$ cat src/rtl/bht_update_sched.sv
// rtl/bht_update_sched.sv - queues resolved branches and issues one BHT update per cycle
// Optional macro BHT_UPD_BYPASS_EN: an outcome arriving at an empty, unconflicted queue updates in the same cycle.
module bht_update_sched #(
  parameter int INDEX_WIDTH = 6,
  parameter int FIFO_DEPTH  = 4,
  parameter int MAX_DEFER   = 3
) (
  input  logic                           i_clk,
  input  logic                           i_arst,
  input  logic                           i_res_valid,
  output logic                           o_res_ready,
  input  logic                           i_res_taken,
  input  logic [INDEX_WIDTH-1:0]         i_res_index,
  input  logic                           i_fetch_valid,
  input  logic [INDEX_WIDTH-1:0]         i_fetch_index,
  input  logic                           i_stall,
  input  logic                           i_flush,
  output logic                           o_bht_update,
  output logic                           o_branch_taken,
  output logic [INDEX_WIDTH-1:0]         o_set_index_exec,
  output logic [$clog2(FIFO_DEPTH):0]    o_pending_cnt
);

  localparam int PW = $clog2(FIFO_DEPTH);
  localparam int CW = PW + 1;
  localparam int DW = $clog2(MAX_DEFER + 1);

  typedef enum logic [1:0] {S_IDLE, S_ACTIVE, S_DEFER} state_t;

  state_t                   r_state;
  state_t                   w_state_next;
  logic                     r_fifo_taken [FIFO_DEPTH];
  logic [INDEX_WIDTH-1:0]   r_fifo_index [FIFO_DEPTH];
  logic [PW-1:0]            r_wptr;
  logic [PW-1:0]            r_rptr;
  logic [CW-1:0]            r_cnt;
  logic [DW-1:0]            r_defer_cnt;

  logic                     w_empty;
  logic                     w_full;
  logic                     w_head_taken;
  logic [INDEX_WIDTH-1:0]   w_head_index;
  logic                     w_conflict;
  logic                     w_defer_sat;
  logic                     w_issue;
  logic                     w_blocked;
  logic                     w_bypass;
  logic                     w_push;

  assign w_empty      = (r_cnt == '0);
  assign w_full       = (r_cnt == CW'(FIFO_DEPTH));
  assign w_head_taken = r_fifo_taken[r_rptr];
  assign w_head_index = r_fifo_index[r_rptr];
  assign w_conflict   = i_fetch_valid & (i_fetch_index == w_head_index);
  assign w_defer_sat  = (r_defer_cnt == DW'(MAX_DEFER));
  assign w_issue      = ~w_empty & ~i_stall & ~i_flush & (~w_conflict | w_defer_sat);
  assign w_blocked    = ~w_empty & ~i_stall & ~i_flush & w_conflict & ~w_defer_sat;

`ifdef BHT_UPD_BYPASS_EN
  assign w_bypass = w_empty & i_res_valid & ~i_stall & ~i_flush &
                    ~(i_fetch_valid & (i_fetch_index == i_res_index));
`else
  assign w_bypass = 1'b0;
`endif

  // No pop-through: a full queue refuses input even in a cycle that pops.
  assign o_res_ready   = ~w_full & ~i_flush;
  assign w_push        = i_res_valid & o_res_ready & ~w_bypass;
  assign o_pending_cnt = r_cnt;

  always_ff @(posedge i_clk) begin
    if (w_push) begin
      r_fifo_taken[r_wptr] <= i_res_taken;
      r_fifo_index[r_wptr] <= i_res_index;
    end
  end

  always_ff @(posedge i_clk or posedge i_arst) begin
    if (i_arst) begin
      r_wptr      <= '0;
      r_rptr      <= '0;
      r_cnt       <= '0;
      r_defer_cnt <= '0;
    end else if (i_flush) begin
      r_wptr      <= '0;
      r_rptr      <= '0;
      r_cnt       <= '0;
      r_defer_cnt <= '0;
    end else begin
      if (w_push)  r_wptr <= r_wptr + PW'(1);
      if (w_issue) r_rptr <= r_rptr + PW'(1);
      case ({w_push, w_issue})
        2'b10:   r_cnt <= r_cnt + CW'(1);
        2'b01:   r_cnt <= r_cnt - CW'(1);
        default: r_cnt <= r_cnt;
      endcase
      if (w_issue)        r_defer_cnt <= '0;
      else if (w_blocked) r_defer_cnt <= r_defer_cnt + DW'(1);
    end
  end

  always_ff @(posedge i_clk or posedge i_arst) begin
    if (i_arst) r_state <= S_IDLE;
    else        r_state <= w_state_next;
  end

  always_comb begin
    w_state_next = r_state;
    if (i_flush) begin
      w_state_next = S_IDLE;
    end else begin
      case (r_state)
        S_IDLE:   if (w_push) w_state_next = S_ACTIVE;
        S_ACTIVE,
        S_DEFER: begin
          if (w_issue && (r_cnt == CW'(1)) && !w_push) w_state_next = S_IDLE;
          else if (w_issue)                            w_state_next = S_ACTIVE;
          else if (w_blocked)                          w_state_next = S_DEFER;
        end
        default:  w_state_next = S_IDLE;
      endcase
    end
  end

  // The head fields are shown whenever the queue holds something, even while held back.
  always_comb begin
    o_bht_update     = w_issue | w_bypass;
    o_branch_taken   = 1'b0;
    o_set_index_exec = '0;
    if (w_bypass) begin
      o_branch_taken   = i_res_taken;
      o_set_index_exec = i_res_index;
    end else if (r_state != S_IDLE) begin
      o_branch_taken   = w_head_taken;
      o_set_index_exec = w_head_index;
    end
  end

endmodule

$ cat config.mk
export PLATFORM = sky130hd
export DESIGN_NAME = bht_update_sched
export DESIGN_NICKNAME = d
export VERILOG_FILES = /design/src/rtl/bht_update_sched.sv
export SDC_FILE = /design/constraint.sdc
export NUM_CORES = 1
export LEC_CHECK = 0
export CAP_MARGIN = 15
export CORE_ASPECT_RATIO = 1.4
export CORE_MARGIN = 5
export CORE_UTILIZATION = 50
export CTS_CLUSTER_DIAMETER = 80
export DETAILED_ROUTE_END_ITERATION = 7
export GPL_ROUTABILITY_DRIVEN = 0
export PLACE_DENSITY = 0.86
export RECOVER_POWER = 50
export SYNTH_ARGS = -nofsm -noshare
export SYNTH_HDL_FRONTEND = slang
export SYNTH_SLANG_ARGS = --single-unit
$ cat constraint.sdc
create_clock -name i_clk -period 3.1 [get_ports i_clk]
set_input_delay 0.93 -clock i_clk [delete_from_list [all_inputs] [get_ports i_clk]]
set_output_delay 0.93 -clock i_clk [all_outputs]
set_load 0.005 [all_outputs]
==> reports/metrics.cfg <==
[status]
outcome = finished clean

[floorplanning]
die_height_um = 83.9
rows = 27
initial_core_util_pct = 50.6
die_w_um = 62.8
coreArea_um2 = 3850
io_pins = 31
die_area_um2 = 5270

[worst_hold_path]
hold_path_depth = 2
hp-class = flip-flop to flip-flop
hold_path_end = r_state[1]
min-delay-start = r_state[1]

[power]
peakVddDrop_uv = 541
p_leak_uw = 0.000956
power_density_nw_per_um2 = 678

[logic_synthesis]
synth_edf_count = 28
synth-seq-cells = 39
syn_nets = 176
postSynthAreaPerCell_um2 = 13.4
synth.distinct_cells = 34
ys_warn_count = 0
synthFlopType = edfxtp_1
synth_area_um2 = 1950
async_reset_ff_share_pct = 28.2
netlist_instances = 146
ys_seq_area_share_pct = 57.2

[global_routing]
grtUsageTotal_pct = 16.5
grt_max_degree = 15
antenna_found_initial = 0
grt_first_pass_wirelength_mm = 6.78
overflow = 0
grt_pass1_vias = 1400

[placed_design]
dp_cells = 224
dpl.hpwl_mm = 3.07
place_ws_ns = -0.277
port_buffers = 30

[clock_network]
cts_made_buffers = 5
cts_tree = yes
clock_path_buffers = 2
cts_sinks = 39
insertion_delay_ns = 0.30
cts-root-buf = clkbuf_8
htreeDepth = 2
clkTransAtPathRegs_ns = 0.08

[worst_setup_path]
setup.worst_path.start_class = primary input
critPathKind = primary input to output pin
slowest_stage = clkdlybuf4s50_1
cp_data_required_time_ns = 2.17
r2r-start = r_rptr[0]
endpoint_kind = output pin
rr_endpoint = o_pending_cnt[1]
r2r_slack_ns = 0.57
cp_slowest_stage_delay_ns = 0.53
critical_path_buf_inv_count = 2
crit_top_cell = clkdlybuf4s50_1
path_cells = clkdlybuf4s50_1 > a21oi_2 > clkdlybuf4s50_1
crit_family = buffers and inverters
reg2reg_depth = 8
critPathMaxFanout = 3
crit_arrival_ns = 2.13

[sta]
finalHoldViolCount = 0
finClkSkew_ns = 0.00901
fin_crit_ns = 3.06
setup_slack_ns = 0.0377
maxSlewViolCount = 0
worst_pin_slew_ns = 0.442
setup_viol = 0
fmax_mhz = 327
rsz0062_at_grt = no
maxSlewHeadroom_pct = 70.5
holdWs_ns = 0.526
post-route-period-util_pct = 98.8

[detailed_routing]
drtAntennaViolNets = 0
vias = 1289
dr.pass1.iters = 4
wl_per_cell_um = 17.2
drc = 0
via_per_inst = 5.53
wirelength_mm = 4.01
drt_iter0_markers = 54

[finish]
antenna_cells = 0
fin_nets = 219
areaGrowthSynthToFinish_pct = 26.1
layout-drive-gt1-share_pct = 17.4
layoutNonFillerInstCount = 233
fill_cells = 297

[run]
drv_cap = 0

state kept, by name, indices dropped and copies added, names as in the netlist:
signal / cells
r_fifo_taken: 4
r_state: 2
o_pending_cnt: 3
r_rptr: 2
r_wptr: 2
r_defer_cnt: 2
r_fifo_index: 24
synthesized netlist by cell type (3+ instances only):
cell type | n | area share [%]
a21oi_1 | 8 | 2.1
and3_1 | 4 | 1.3
dfrtp_1 | 11 | 14
edfxtp_1 | 28 | 43
ha_1 | 11 | 7.1
inv_1 | 10 | 1.9
mux4_1 | 4 | 5.4
mux4_2 | 3 | 3.5
nand2_1 | 14 | 2.7
nor2_1 | 8 | 1.5
nor2b_1 | 8 | 2.6
o21ai_0 | 3 | 0.77
xnor2_1 | 9 | 4.0
cells in the final DEF, fill, tap and decap left out, types with 2 or more instances in the layout:
cell type        instances
or3_1                    2
o21ai_0                  3
xnor2_1                  6
edfxtp_1                28
dfrtp_1                 11
ha_1                    11
mux4_2                   6
dlygate4sd3_1            8
inv_1                   10
nand2_1                 14
xnor2_2                  3
clkbuf_8                 5
dlygate4sd2_1            2
and3_1                   4
buf_6                    2
nor2b_1                  8
nand3_1                  2
nor3_1                   2
nor2_1                   8
clkdlybuf4s50_1         19
clkinvlp_4               2
buf_4                    7
a21oi_1                  7
worst max path at each step:
stage | startpoint | to | slack [ns] | depth (start not counted)
floorplan | r_rptr[0] | o_bht_update | 0.52 | 6
global placement | i_fetch_index[3] | o_bht_update | -0.26 | 6
detailed placement | i_fetch_index[4] | o_bht_update | -0.28 | 6
CTS | i_flush | o_res_ready | 0.04 | 3
global route | r_rptr[0] | o_bht_update | 0.006 | 7
finish | i_flush | o_res_ready | 0.04 | 3
report_power, final:
group          internal, µW  switching (µW)  leakage (µW)
sequential              620            53.1      0.000403
combinational           338             307      0.000513
clock                   161             190     0.0000408
worst reg2reg max path, delay by kind of cell (launching register included):
| kind | cells | cell delay, ns |
|---|---|---|
| muxes | 2 | 0.89 |
| buffers and inverters | 2 | 0.52 |
| DFF | 1 | 0.38 |
| AOI/OAI and AO/OA | 2 | 0.32 |
| xor gates and xnor gates | 1 | 0.19 |
| and+or+nand+nor | 1 | 0.14 |
timing repair:
action,4_1_cts,5_1_grt
endpoints found under the setup margin,2,1
gates resized for setup,15,0
hold buffers,0,0
pin swaps,5,1
setup buffers,1,0
routing by layer:
layer / global-route usage (%) / vias to the layer above / part of all wire (%)
met1: 18.1 / 646 / 36
met5: 0 / - / 0
met2: 29.9 / 29 / 57
li1: - / 604 / -
met4: 6.18 / 0 / 2.2
met3: 4.31 / 10 / 4.8
cells by family (layout without fill, tap and decap cells):
logic type | count (synthesis) | in the layout | share of synthesized area (%)
and+or+nand+nor | 46 | 46 | 12.4
DFF | 39 | 39 | 57.2
AOI/OAI and AO/OA | 18 | 18 | 6.03
buffers and inverters | 14 | 58 | 3.14
adders and majority gates | 11 | 11 | 7.06
xor gates and xnor gates | 10 | 10 | 4.49
muxes | 8 | 8 | 9.62
through the flow:
stage / TNS, ns / cell area [µm²] / utilization [%] / total power (µW)
floorplan: 0 / 1950 / - / 1030
global placement: -0.263 / 2350 / 61.0 / 1270
detailed placement: -0.283 / 2350 / 61.0 / 1310
CTS: 0 / 2460 / 64.0 / 1680
global route: 0 / 2460 / 63.9 / 1760
finish: 0 / 2460 / 63.9 / 1670
layout make-up:
| type | instances | area (µm²) | share of cell area (%) |
|---|---|---|---|
| Tap cell | 43 | 53.8 | 2.19 |
| Sequential cell | 39 | 1120 | 45.4 |
| Timing Repair Buffer | 40 | 372 | 15.1 |
| Clock buffer | 5 | 68.8 | 2.80 |
| Inverter | 10 | 37.5 | 1.53 |
| Clock inverter | 3 | 23.8 | 0.966 |
| Multi-Input combinational cell | 93 | 788 | 32.0 |
Power figures use the tool's default switching activity.
